==> src/rtl/gpio_in_debounce.sv <==
// Synchronises and debounces WIDTH asynchronous pins, giving a 32-bit level word,
// per-bit edge pulses and, with `GPIO_IN_IRQ_EN defined, a latched masked interrupt.
module gpio_in_debounce #(
    parameter int WIDTH     = 8,
    parameter int DB_CYCLES = 480000
) (
    input  logic             clk_clk,
    input  logic             reset_reset_n,
    input  logic [WIDTH-1:0] pin_i,
    output logic [31:0]      gpio_i,
    output logic [WIDTH-1:0] rise_o,
    output logic [WIDTH-1:0] fall_o,
    input  logic [WIDTH-1:0] irq_en,
    input  logic [WIDTH-1:0] irq_clr,
    output logic             irq_o
);

    localparam int CNT_W = $clog2(DB_CYCLES + 1);
    localparam logic [CNT_W-1:0] CNT_MAX = CNT_W'(DB_CYCLES - 1);

    logic [WIDTH-1:0] w_stable;
    logic [WIDTH-1:0] w_rise;
    logic [WIDTH-1:0] w_fall;

    genvar gi;
    generate
        for (gi = 0; gi < WIDTH; gi++) begin : g_bit
            logic             r_s1;
            logic             r_s2;
            logic             r_stable;
            logic             r_rise;
            logic             r_fall;
            logic [CNT_W-1:0] r_cnt;

            // Any sample agreeing with the accepted level restarts the count,
            // so only DB_CYCLES consecutive disagreeing samples are accepted.
            always_ff @(posedge clk_clk or negedge reset_reset_n) begin
                if (!reset_reset_n) begin
                    r_s1     <= 1'b0;
                    r_s2     <= 1'b0;
                    r_stable <= 1'b0;
                    r_rise   <= 1'b0;
                    r_fall   <= 1'b0;
                    r_cnt    <= '0;
                end else begin
                    r_s1   <= pin_i[gi];
                    r_s2   <= r_s1;
                    r_rise <= 1'b0;
                    r_fall <= 1'b0;
                    if (r_s2 == r_stable) begin
                        r_cnt <= '0;
                    end else if (r_cnt == CNT_MAX) begin
                        r_stable <= r_s2;
                        r_cnt    <= '0;
                        r_rise   <= r_s2;
                        r_fall   <= ~r_s2;
                    end else begin
                        r_cnt <= r_cnt + 1'b1;
                    end
                end
            end

            assign w_stable[gi] = r_stable;
            assign w_rise[gi]   = r_rise;
            assign w_fall[gi]   = r_fall;
        end
    endgenerate

    assign gpio_i = 32'(w_stable);
    assign rise_o = w_rise;
    assign fall_o = w_fall;

`ifdef GPIO_IN_IRQ_EN
    logic [WIDTH-1:0] r_pend;
    logic             r_irq;

    // A new rise outranks a clear arriving in the same cycle.
    always_ff @(posedge clk_clk or negedge reset_reset_n) begin
        if (!reset_reset_n) begin
            r_pend <= '0;
            r_irq  <= 1'b0;
        end else begin
            r_pend <= w_rise | (r_pend & ~irq_clr);
            r_irq  <= |(r_pend & irq_en);
        end
    end

    assign irq_o = r_irq;
`else
    logic w_unused_irq;
    assign w_unused_irq = ^{irq_en, irq_clr};
    assign irq_o        = 1'b0;
`endif

endmodule

==> config.mk <==
export PLATFORM = sky130hd
export DESIGN_NAME = gpio_in_debounce
export DESIGN_NICKNAME = d
export VERILOG_FILES = /design/src/rtl/gpio_in_debounce.sv
export SDC_FILE = /design/constraint.sdc
export NUM_CORES = 1
export LEC_CHECK = 0
export CAP_MARGIN = 5
export CORE_ASPECT_RATIO = 1.2
export CORE_MARGIN = 2
export CORE_UTILIZATION = 60
export DETAILED_ROUTE_END_ITERATION = 16
export GPL_TIMING_DRIVEN = 0
export HOLD_SLACK_MARGIN = 0.03
export PLACE_DENSITY = 0.82
export SLEW_MARGIN = 20
export SYNTH_ARGS = -nofsm -noshare
export SYNTH_HDL_FRONTEND = slang
export SYNTH_SLANG_ARGS = --single-unit
==> constraint.sdc <==
create_clock -name clk_clk -period 4.9 [get_ports clk_clk]
set_input_delay 0.98 -clock clk_clk [delete_from_list [all_inputs] [get_ports clk_clk]]
set_output_delay 0.98 -clock clk_clk [all_outputs]
set_load 0.1 [all_outputs]
==> results.json <==
{
  "p_sw_mw": 0.764,
  "p_comb_share_pct": 6.3,
  "crit_family": "buffers and inverters",
  "die_width_um": 117,
  "area_growth_pct": 13.9,
  "n_antenna_cell": 0,
  "cts_sinks": 192,
  "cts_resized": 0,
  "synthCells": 900,
  "detail_route.wl_per_cell_um": 13.8,
  "core.rowCount": 49,
  "tightest_slew_ps": 972,
  "postCtsSetupBuffers": 0,
  "max_stage_delay_ps": 1120,
  "worstPathRequired_ps": 3920,
  "rsz0062_at_grt": "no",
  "placed_cell_area_um2": 9980,
  "core_um2": 15100,
  "ys_ff_latch": 192,
  "clk_pin_slew_worst_paths_ps": 70,
  "cts_buffer_depth": 2,
  "cpMaxStageDelayCell": "clkdlybuf4s50_1",
  "synth_edf_count": 0,
  "dp_hpwl_mm": 11.0,
  "htreeDepth": 4,
  "async_reset_ff_share_pct": 100,
  "ys_warn_count": 0,
  "seq_area_frac_synth_pct": 51.8,
  "tns_ps": 0,
  "postSynthAreaPerCell_um2": 10.3,
  "root_buffer": "clkbuf_16",
  "max_freq_mhz": 322,
  "grt_max_degree": 101,
  "swShare_pct": 24.2,
  "fin_area_um2": 10600,
  "p_int_mw": 2.40,
  "dieArea_um2": 16500,
  "io_pins": 75,
  "clkPwrFrac_pct": 42.1,
  "criticalPathCategory": "reg2out",
  "drt_wl_total_mm": 16.5,
  "fin_skew_ps": 6.97,
  "cp_num_buf_inv": 2,
  "cp_max_fo": 6,
  "synth_flop_cell": "dfrtp_1",
  "timing.final.ws_setup_ps": 1800,
  "worstSkewPairLatency_ps": 430,
  "post-route-period-util_pct": 63.3,
  "syn_area_um2": 9270,
  "hold_class": "reg2reg",
  "drc": 0,
  "vias_per_cell": 5.53,
  "grt_overflow": 0,
  "io_buffers": 33,
  "gp_congestion": 0.856,
  "arrival_ps": 2120,
  "grt_pass1_vias": 6327,
  "drtIter0Drc": 497,
  "initial_core_util_pct": 61.5,
  "grtUsageTotal_pct": 21.2,
  "dp_slack_ps": 2240,
  "nNetsFinal": 1011,
  "cts_tree": "done",
  "postRouteAntennaNets": 0,
  "status": "finished clean",
  "drv_slew": 0,
  "relSlewSlack_pct": 35.0,
  "p_leak_nw": 4.42,
  "pwr-share-seq_pct": 51.6,
  "ys_types": 51,
  "antenna_found_initial": 0,
  "finalCriticalPeriod_ps": 3100,
  "power_density_nw_per_um2": 300,
  "fp.dieH_um": 140,
  "drtPass1Iterations": 5,
  "irDropWorstVdd_mv": 0.211,
  "postCtsHoldBufs": 0,
  "worstSetupEndpointType": "output pin",
  "numCtsBuffers": 17,
  "finalHoldViolCount": 0,
  "worstPathCellList": "buf_4 > clkdlybuf4s50_1",
  "drive_above_1_share_pct": 12.8,
  "max-cap-violations": 0,
  "setup-violations-final": 0,
  "start_kind": "flip-flop",
  "grt_pass1_wl_mm": 28.9,
  "vias": 6606
}
## cell usage after synthesis (all sizes together), types with 8 or more instances
library cell / number / area share (%)
o21ai: 21 / 1.2
a21oi: 25 / 1.3
xnor2: 71 / 6.7
nand4: 49 / 3.5
nor3: 18 / 0.97
dfrtp: 192 / 52
buf: 62 / 4.8
xor2: 47 / 4.4
nand2: 40 / 1.6
and4: 14 / 1.3
and3: 20 / 1.3
nor2: 131 / 5.3
nor3b: 19 / 1.5
or3: 22 / 1.6
nand3: 53 / 2.9
ha: 8 / 1.1
nor4: 27 / 1.9
mux2: 8 / 0.97
inv: 19 / 0.77
## cells by family after synthesis
group | count (synthesis) | share of synthesized area (%)
and+or+nand+nor | 425 | 25.0
DFF | 192 | 51.8
xor gates and xnor gates | 118 | 11.2
buffers and inverters | 86 | 5.76
AOI/OAI and AO/OA | 62 | 4.20
adders and majority gates | 8 | 1.08
muxes | 8 | 0.972
other | 1 | 0.0405
## layout make-up
cell class | count | area, µm²
Multi-Input combinational cell | 646 | 4020
Sequential cell | 192 | 4800
Tap cell | 204 | 255
Fill cell | 1131 | 4530
Buffer | 67 | 463
Inverter | 19 | 71.3
Clock buffer | 21 | 470
Timing Repair Buffer | 34 | 363
Clock inverter | 11 | 108
## cells in the final DEF, fill, tap and decap left out, drive strengths merged, types with 6 or more instances in the layout
cell type and count:
xor2 47, clkdlybuf4s50 32, and3 20, o31ai 7
nor2 131, or2 6, nor4 27, a21oi 25
conb 25, o21ai 21, ha 8, nor3b 19
nor3 18, or4 7, or3 22, xnor2 71
clkbuf 26, nand3 53, dfrtp 192, mux2 8
nand4 49, inv 20, and4 14, nand2 40
buf 64
## metrics by stage
step	power (mW)	std cells	utilization, %	hold slack [ps]
floorplan	1.80	924	-	331
global placement	1.86	1161	65.9	335
detailed placement	1.86	1162	66.2	336
CTS	3.19	1194	70.0	351
global route	3.27	1194	70.0	358
finish	3.16	1194	70.0	349
## power groups by stage
stage / logic (mW) / registers, mW / clock network, mW
4_1_cts: 0.202 / 1.63 / 1.36
2_1_floorplan: 0.146 / 1.66 / 0
5_1_grt: 0.218 / 1.63 / 1.42
3_3_place_gp: 0.196 / 1.66 / 0
3_5_place_dp: 0.201 / 1.66 / 0
6_report: 0.200 / 1.63 / 1.33
## final timing paths
check	start	to	slack (ps)	cells after the start
max in group asynchronous	reset_reset_n	g_bit[0].r_cnt[8]$_DFF_PN0_	3440	2
min	g_bit[5].r_s1$_DFF_PN0_	g_bit[5].r_s2$_DFF_PN0_	350	0
max	g_bit[2].r_stable$_DFFE_PN0P_	gpio_i[2]	1800	2
max reg2reg	g_bit[2].r_cnt[0]$_DFF_PN0_	g_bit[2].r_cnt[7]$_DFF_PN0_	2690	7
min reg2reg	g_bit[5].r_s1$_DFF_PN0_	g_bit[5].r_s2$_DFF_PN0_	350	0
min in group asynchronous	reset_reset_n	g_bit[5].r_cnt[0]$_DFF_PN0_	560	1
## flip-flops by register name, indices dropped and copies added, names as in the netlist
register and cells:
g_bit.r_s1 8, g_bit.r_rise 8, g_bit.r_stable 8, g_bit.r_cnt 152, g_bit.r_s2 8, g_bit.r_fall 8
## layer usage
metal | part of all wire (%) | vias to the layer above | global-route usage (%)
met3 | 3.6 | 21 | 4.72
met2 | 50 | 129 | 35.6
li1 | - | 3243 | -
met1 | 45 | 3213 | 27.5
met5 | 0 | - | 0
met4 | 1.6 | 0 | 7.29
(Power assumes the default switching activity.)
